--- config.mk ---
export PLATFORM = sky130hd
export DESIGN_NAME = ssp_host_ctrl
export DESIGN_NICKNAME = d
export VERILOG_FILES = /design/src/rtl/ssp_pkg.sv /design/src/rtl/ssp_drain_timer.sv /design/src/rtl/ssp_host_ctrl.sv
export SDC_FILE = /design/constraint.sdc
export NUM_CORES = 1
export LEC_CHECK = 0
export ABC_CLOCK_PERIOD_IN_PS = 2700
export CORE_UTILIZATION = 45
export CTS_BUF_LIST = sky130_fd_sc_hd__clkbuf_16
export CTS_CLUSTER_SIZE = 24
export DETAILED_ROUTE_END_ITERATION = 10
export PLACE_DENSITY = 0.78
export REMOVE_ABC_BUFFERS = 1
export SETUP_SLACK_MARGIN = 0.4
export SLEW_MARGIN = 20
export SYNTH_ARGS = -nofsm -noshare
export SYNTH_HDL_FRONTEND = slang
export SYNTH_SLANG_ARGS = --single-unit
--- constraint.sdc ---
create_clock -name PCLK -period 2.7 [get_ports PCLK]
set_input_delay 0.54 -clock PCLK [delete_from_list [all_inputs] [get_ports PCLK]]
set_output_delay 0.54 -clock PCLK [all_outputs]
set_load 0.1 [all_outputs]
--- src/rtl/ssp_pkg.sv ---
// Shared types and sizes for the SSP host-side controller and its helpers.
package ssp_pkg;

    localparam int SSP_DATA_W     = 8;
    localparam int SSP_FIFO_DEPTH = 4;

    typedef enum logic [1:0] {
        IDLE,
        WRITE,
        READ,
        READ_CAP
    } ssp_state_e;

endpackage

--- src/rtl/ssp_drain_timer.sv ---
// Saturating idle counter with synchronous clear; flags expiry once DRAIN_CYCLES
// qualifying cycles have elapsed, holding the flag until cleared.
module ssp_drain_timer #(
    parameter int DRAIN_CYCLES = 48
) (
    input  logic i_clk,
    input  logic i_rst_n,
    input  logic i_clear,
    input  logic i_count,
    output logic o_expired
);

    localparam int                CNT_W = $clog2(DRAIN_CYCLES + 1);
    localparam logic [CNT_W-1:0]  LIMIT = CNT_W'(DRAIN_CYCLES);

    logic [CNT_W-1:0] r_count;

    always_ff @(posedge i_clk or negedge i_rst_n) begin
        if (!i_rst_n) begin
            r_count <= '0;
        end else if (i_clear) begin
            r_count <= '0;
        end else if (i_count && (r_count != LIMIT)) begin
            r_count <= r_count + 1'b1;
        end
    end

    // The cycle that completes the count already reports expiry, so the read
    // decision lands on the DRAIN_CYCLES-th qualifying idle cycle.
    assign o_expired = (r_count == LIMIT) ||
                       (i_count && (r_count == (LIMIT - 1'b1)));

endmodule

--- src/rtl/ssp_host_ctrl.sv ---
// Host controller driving the SSP processor bus from a byte producer/consumer pair.
// Optional SSP_HOST_STATS_EN adds tx_count/rx_count completion counters.
module ssp_host_ctrl
    import ssp_pkg::*;
#(
    parameter int MAX_OUTSTANDING = SSP_FIFO_DEPTH,
    parameter int DRAIN_CYCLES    = 48
) (
    input  logic                  PCLK,
    input  logic                  CLEAR_B,
    input  logic                  src_valid,
    input  logic [SSP_DATA_W-1:0] src_data,
    output logic                  src_ready,
    output logic                  dst_valid,
    output logic [SSP_DATA_W-1:0] dst_data,
    input  logic                  dst_ready,
    output logic                  PSEL,
    output logic                  PWRITE,
    output logic [SSP_DATA_W-1:0] PWDATA,
    input  logic [SSP_DATA_W-1:0] PRDATA,
    input  logic                  SSPTXINTR,
    input  logic                  SSPRXINTR,
    input  logic                  SSPOE_B
`ifdef SSP_HOST_STATS_EN
    ,
    output logic [15:0]           tx_count,
    output logic [15:0]           rx_count
`endif
);

    localparam int               OUT_W   = $clog2(MAX_OUTSTANDING + 1);
    localparam logic [OUT_W-1:0] OUT_MAX = OUT_W'(MAX_OUTSTANDING);

    ssp_state_e            r_state;
    logic [OUT_W-1:0]      r_outstanding;
    logic                  r_psel;
    logic                  r_pwrite;
    logic [SSP_DATA_W-1:0] r_pwdata;
    logic                  r_dst_valid;
    logic [SSP_DATA_W-1:0] r_dst_data;

    logic w_idle;
    logic w_have_out;
    logic w_slot_free;
    logic w_expired;
    logic w_do_read;
    logic w_do_write;
    logic w_timer_clear;
    logic w_timer_count;

    // Reads are gated on outstanding>0 so the loopback byte count can never underflow.
    assign w_idle      = (r_state == IDLE);
    assign w_have_out  = (r_outstanding != '0);
    assign w_slot_free = !r_dst_valid || dst_ready;
    assign w_do_read   = w_idle && w_slot_free && w_have_out && (SSPRXINTR || w_expired);
    assign w_do_write  = w_idle && !w_do_read && src_valid && !SSPTXINTR &&
                         (r_outstanding < OUT_MAX);

    assign w_timer_clear = (r_state == WRITE) || (r_state == READ) || !w_have_out;
    assign w_timer_count = w_idle && w_have_out && SSPOE_B;

    ssp_drain_timer #(
        .DRAIN_CYCLES (DRAIN_CYCLES)
    ) u_drain_timer (
        .i_clk     (PCLK),
        .i_rst_n   (CLEAR_B),
        .i_clear   (w_timer_clear),
        .i_count   (w_timer_count),
        .o_expired (w_expired)
    );

    always_ff @(posedge PCLK or negedge CLEAR_B) begin
        if (!CLEAR_B) begin
            r_state       <= IDLE;
            r_outstanding <= '0;
            r_psel        <= 1'b0;
            r_pwrite      <= 1'b0;
            r_pwdata      <= '0;
            r_dst_valid   <= 1'b0;
            r_dst_data    <= '0;
        end else begin
            if (r_dst_valid && dst_ready) begin
                r_dst_valid <= 1'b0;
            end
            case (r_state)
                IDLE: begin
                    if (w_do_read) begin
                        r_state  <= READ;
                        r_psel   <= 1'b1;
                        r_pwrite <= 1'b0;
                    end else if (w_do_write) begin
                        r_state  <= WRITE;
                        r_psel   <= 1'b1;
                        r_pwrite <= 1'b1;
                        r_pwdata <= src_data;
                    end
                end
                WRITE: begin
                    r_state       <= IDLE;
                    r_psel        <= 1'b0;
                    r_pwrite      <= 1'b0;
                    r_outstanding <= r_outstanding + 1'b1;
                end
                READ: begin
                    r_state <= READ_CAP;
                    r_psel  <= 1'b0;
                end
                READ_CAP: begin
                    r_state       <= IDLE;
                    r_dst_data    <= PRDATA;
                    r_dst_valid   <= 1'b1;
                    r_outstanding <= r_outstanding - 1'b1;
                end
                default: begin
                    r_state <= IDLE;
                    r_psel  <= 1'b0;
                end
            endcase
        end
    end

    // src_ready is a same-cycle handshake; it is forced low while reset is held.
    assign src_ready = w_do_write && CLEAR_B;
    assign dst_valid = r_dst_valid;
    assign dst_data  = r_dst_data;
    assign PSEL      = r_psel;
    assign PWRITE    = r_pwrite;
    assign PWDATA    = r_pwdata;

`ifdef SSP_HOST_STATS_EN
    logic [15:0] r_tx_count;
    logic [15:0] r_rx_count;

    always_ff @(posedge PCLK or negedge CLEAR_B) begin
        if (!CLEAR_B) begin
            r_tx_count <= '0;
            r_rx_count <= '0;
        end else begin
            if (r_state == WRITE) begin
                r_tx_count <= r_tx_count + 16'd1;
            end
            if (r_state == READ_CAP) begin
                r_rx_count <= r_rx_count + 16'd1;
            end
        end
    end

    assign tx_count = r_tx_count;
    assign rx_count = r_rx_count;
`endif

endmodule

==> results.sh <==
export IMPL_status="completed"
export IMPL_synth_area_per_cell_um2=12.1
export IMPL_fin_skew_ns=0.00473
export IMPL_critical_path_arrival_ns=1.80
export IMPL_synth_warning_count=0
export IMPL_post_route_min_period_ns=2.34
export IMPL_wl_um=3160
export IMPL_drt_iter0_markers=26
export IMPL_fmax_ghz=0.427
export IMPL_seq_area_frac_synth_pct=52.2
export IMPL_setup_tns_ns=0
export IMPL_hold_path_end="PWDATA[7]$_DFFE_PN0P_"
export IMPL_numCtsBuffers=5
export IMPL_cp_slowest_cell="dfrtp_1"
export IMPL_gp_congestion=0.848
export IMPL_finalHoldViolCount=0
export IMPL_cts_buffer_depth=2
export IMPL_clk_pin_slew_ns=0.05
export IMPL_crit_required_ns=2.16
export IMPL_row_count=20
export IMPL_firstDrtPassIters=4
export IMPL_grt_pass1_vias=1204
export IMPL_synth_edff_count=0
export IMPL_die_w_um=58.5
export IMPL_drc=0
export IMPL_holdWs_ns=0.509
export IMPL_synthCells=119
export IMPL_worst_r2r_startpoint="r_state[1]$_DFFE_PN0P_"
export IMPL_slowest_delay_ns=0.44
export IMPL_path_class="reg -> out"
export IMPL_fp_dieArea_um2=3430
export IMPL_syn_to_final_growth_pct=50.8
export IMPL_cts_sinks=30
export IMPL_synth_area_leaders="dfrtp_1 (52%), mux2_2 (12%), ha_1 (5.2%)"
export IMPL_cts_htree_levels=2
export IMPL_ys_top_cells_by_count="dfrtp_1 (30), mux2_2 (15), inv_1 (11)"
export IMPL_grt_max_degree=31
export IMPL_cts_hold_buf=0
export IMPL_grt_overflow_total=0
export IMPL_postRouteAntennaNets=0
export IMPL_start_kind="flip-flop"
export IMPL_hpwl_um=2090
export IMPL_async_flop_share_pct=100
export IMPL_drive_gt1_share_pct=39.4
export IMPL_die_y_um=58.5
export IMPL_cts_tree="yes"
export IMPL_r2r_end="r_outstanding[2]$_DFFE_PN0P_"
export IMPL_clk_latency_ns=0.27
export IMPL_multi_input_area_um2=694
export IMPL_grt_usage_pct=20.5
export IMPL_diodes=0
export IMPL_viasPerCell=5.03
export IMPL_fin_crit_sh_pct=86.8
export IMPL_setup_viol=0
export IMPL_hold_depth=1
export IMPL_antenna_found_initial=0
export IMPL_fill_cells=235
export IMPL_cp_end_kind="output port"
export IMPL_area_sequential_um2=751
export IMPL_post_drt_wl_per_cell_um=14.1
export IMPL_maxCapViolCount=0
export IMPL_synth_top_cell_area_share_pct=52.2
export IMPL_min_from="PWDATA[7]$_DFFE_PN0P_"
export IMPL_cp_max_fo=5
export IMPL_ios=43
export IMPL_core_area_um2=3050
export IMPL_cts_root_buffer="clkbuf_16"
export IMPL_r2r_setup_slack_ns=0.60
export IMPL_slew_headroom_pct=51.5
export IMPL_grt_pass1_wl_um=5200
export IMPL_synth_top_area_cell="dfrtp_1"
export IMPL_rr_worst_depth=7
export IMPL_syn_area_um2=1440
export IMPL_initial_core_util_pct=47.1
export IMPL_cp_cell_sequence="o31ai_4, nor4_4, o21ai_4, nand3_4, nor2_4, buf_12"
export IMPL_ys_seq_elements=30
export IMPL_rsz0062_at_grt="true"
export IMPL_yosysMostFrequentCell="dfrtp_1"
export IMPL_tightest_slew_ns=0.723
export IMPL_portBuffers=42
export IMPL_hold_path_class="reg -> reg"
export IMPL_num_vias=1126
export IMPL_slew_violations=0
export IMPL_layout_nets=209
export IMPL_ys_flop_type="dfrtp_1"
export IMPL_ys_types=33
[registers in the layout (all words and copies together) (netlist names)]
signal and count:
PWDATA 8, dst_data 8, u_drain_timer.r_count 6, r_outstanding 3, r_state 2, PSEL 1, PWRITE 1, dst_valid 1
[critical path, delay by kind of cell (launching register included)]
| family | cells | cell delay [ns] |
|---|---|---|
| AO/OA/AOI/OAI | 2 | 0.60 |
| buffers and inverters | 1 | 0.18 |
| flip-flops | 1 | 0.44 |
| AND/OR/NAND/NOR | 3 | 0.30 |
[how the worst max path moves through the flow]
stage / start / end / depth (start not counted) / slack [ns]
detailed placement: SSPOE_B / src_ready / 7 / 0.20
global route: u_drain_timer.r_count[0]$_DFFE_PN0P_ / src_ready / 8 / 0.29
finish: r_outstanding[2]$_DFFE_PN0P_ / src_ready / 6 / 0.36
global placement: SSPOE_B / src_ready / 7 / 0.23
floorplan: dst_valid$_DFFE_PN0P_ / src_ready / 4 / -0.54
CTS: u_drain_timer.r_count[1]$_DFFE_PN0P_ / src_ready / 8 / 0.37
[cell families after synthesis]
group                    count (synthesis)  share of synthesized area, %
AND/OR/NAND/NOR                         31                          11.8
flip-flops                              30                          52.2
multiplexers                            19                          14.9
buffers and inverters                   14                          3.91
AO/OA/AOI/OAI                           11                          6.35
XOR/XNOR                                 7                          4.26
adder cells (fa/ha/maj)                  7                          6.61
[layer usage]
layer	track usage, %	vias up	routed length [um]
met2	36.9	48	1630
met4	7.48	0	51
met5	0	-	0
met1	22.5	553	1290
met3	6.81	7	188
li1	-	518	-
[stage by stage]
stage                     util (%)  setup slack, ns  instances  instance area, um2
after global routing          71.1            0.287        224                2170
after global placement        61.7            0.226        205                1880
after floorplan                  -           -0.535        116                1420
after detailed placement      61.7            0.202        205                1880
final                         71.1            0.357        224                2170
after CTS                     69.1            0.366        220                2110
[final cells by class]
| class | instances | area share [%] |
|---|---|---|
| inverter | 11 | 1.90 |
| clock inverter | 3 | 0.750 |
| timing repair buffer | 56 | 22.4 |
| sequential | 30 | 34.6 |
| multi-input combinational | 75 | 32.0 |
| tap | 44 | 2.54 |
| clock buffer | 5 | 5.77 |
[layout by cell type (no fill, tap or decap), drive strengths merged]
cell / instances
inv: 11
nand2: 6
dfrtp: 30
mux2i: 3
clkdlybuf4s50: 21
mux2: 16
xnor2: 5
nor2: 10
clkbuf: 5
nand2b: 2
a31oi: 1
dlygate4sd2: 1
o31ai: 1
o21ai: 2
nor4bb: 1
nand3: 3
buf: 34
ha: 6
clkinvlp: 1
a21o: 2
nor4: 1
nand4: 2
xor2: 2
or2: 1
and2: 1
fa: 1
nor3: 3
a21oi: 2
a32o: 1
a211oi: 1
o211ai: 1
clkinv: 2
nor3b: 1
[repair_timing]
| item | CTS | global route |
|---|---|---|
| setup buffers | 7 | 4 |
| endpoints found under the hold margin | 0 | 0 |
| pin swaps | 5 | 7 |
| endpoints found under the setup margin | 1 | 1 |
| cloned | 0 | 0 |
| resized for setup | 7 | 8 |
Power is not shown: default switching activity piles up to over one toggle a cycle in this logic, so the estimate is an artifact.
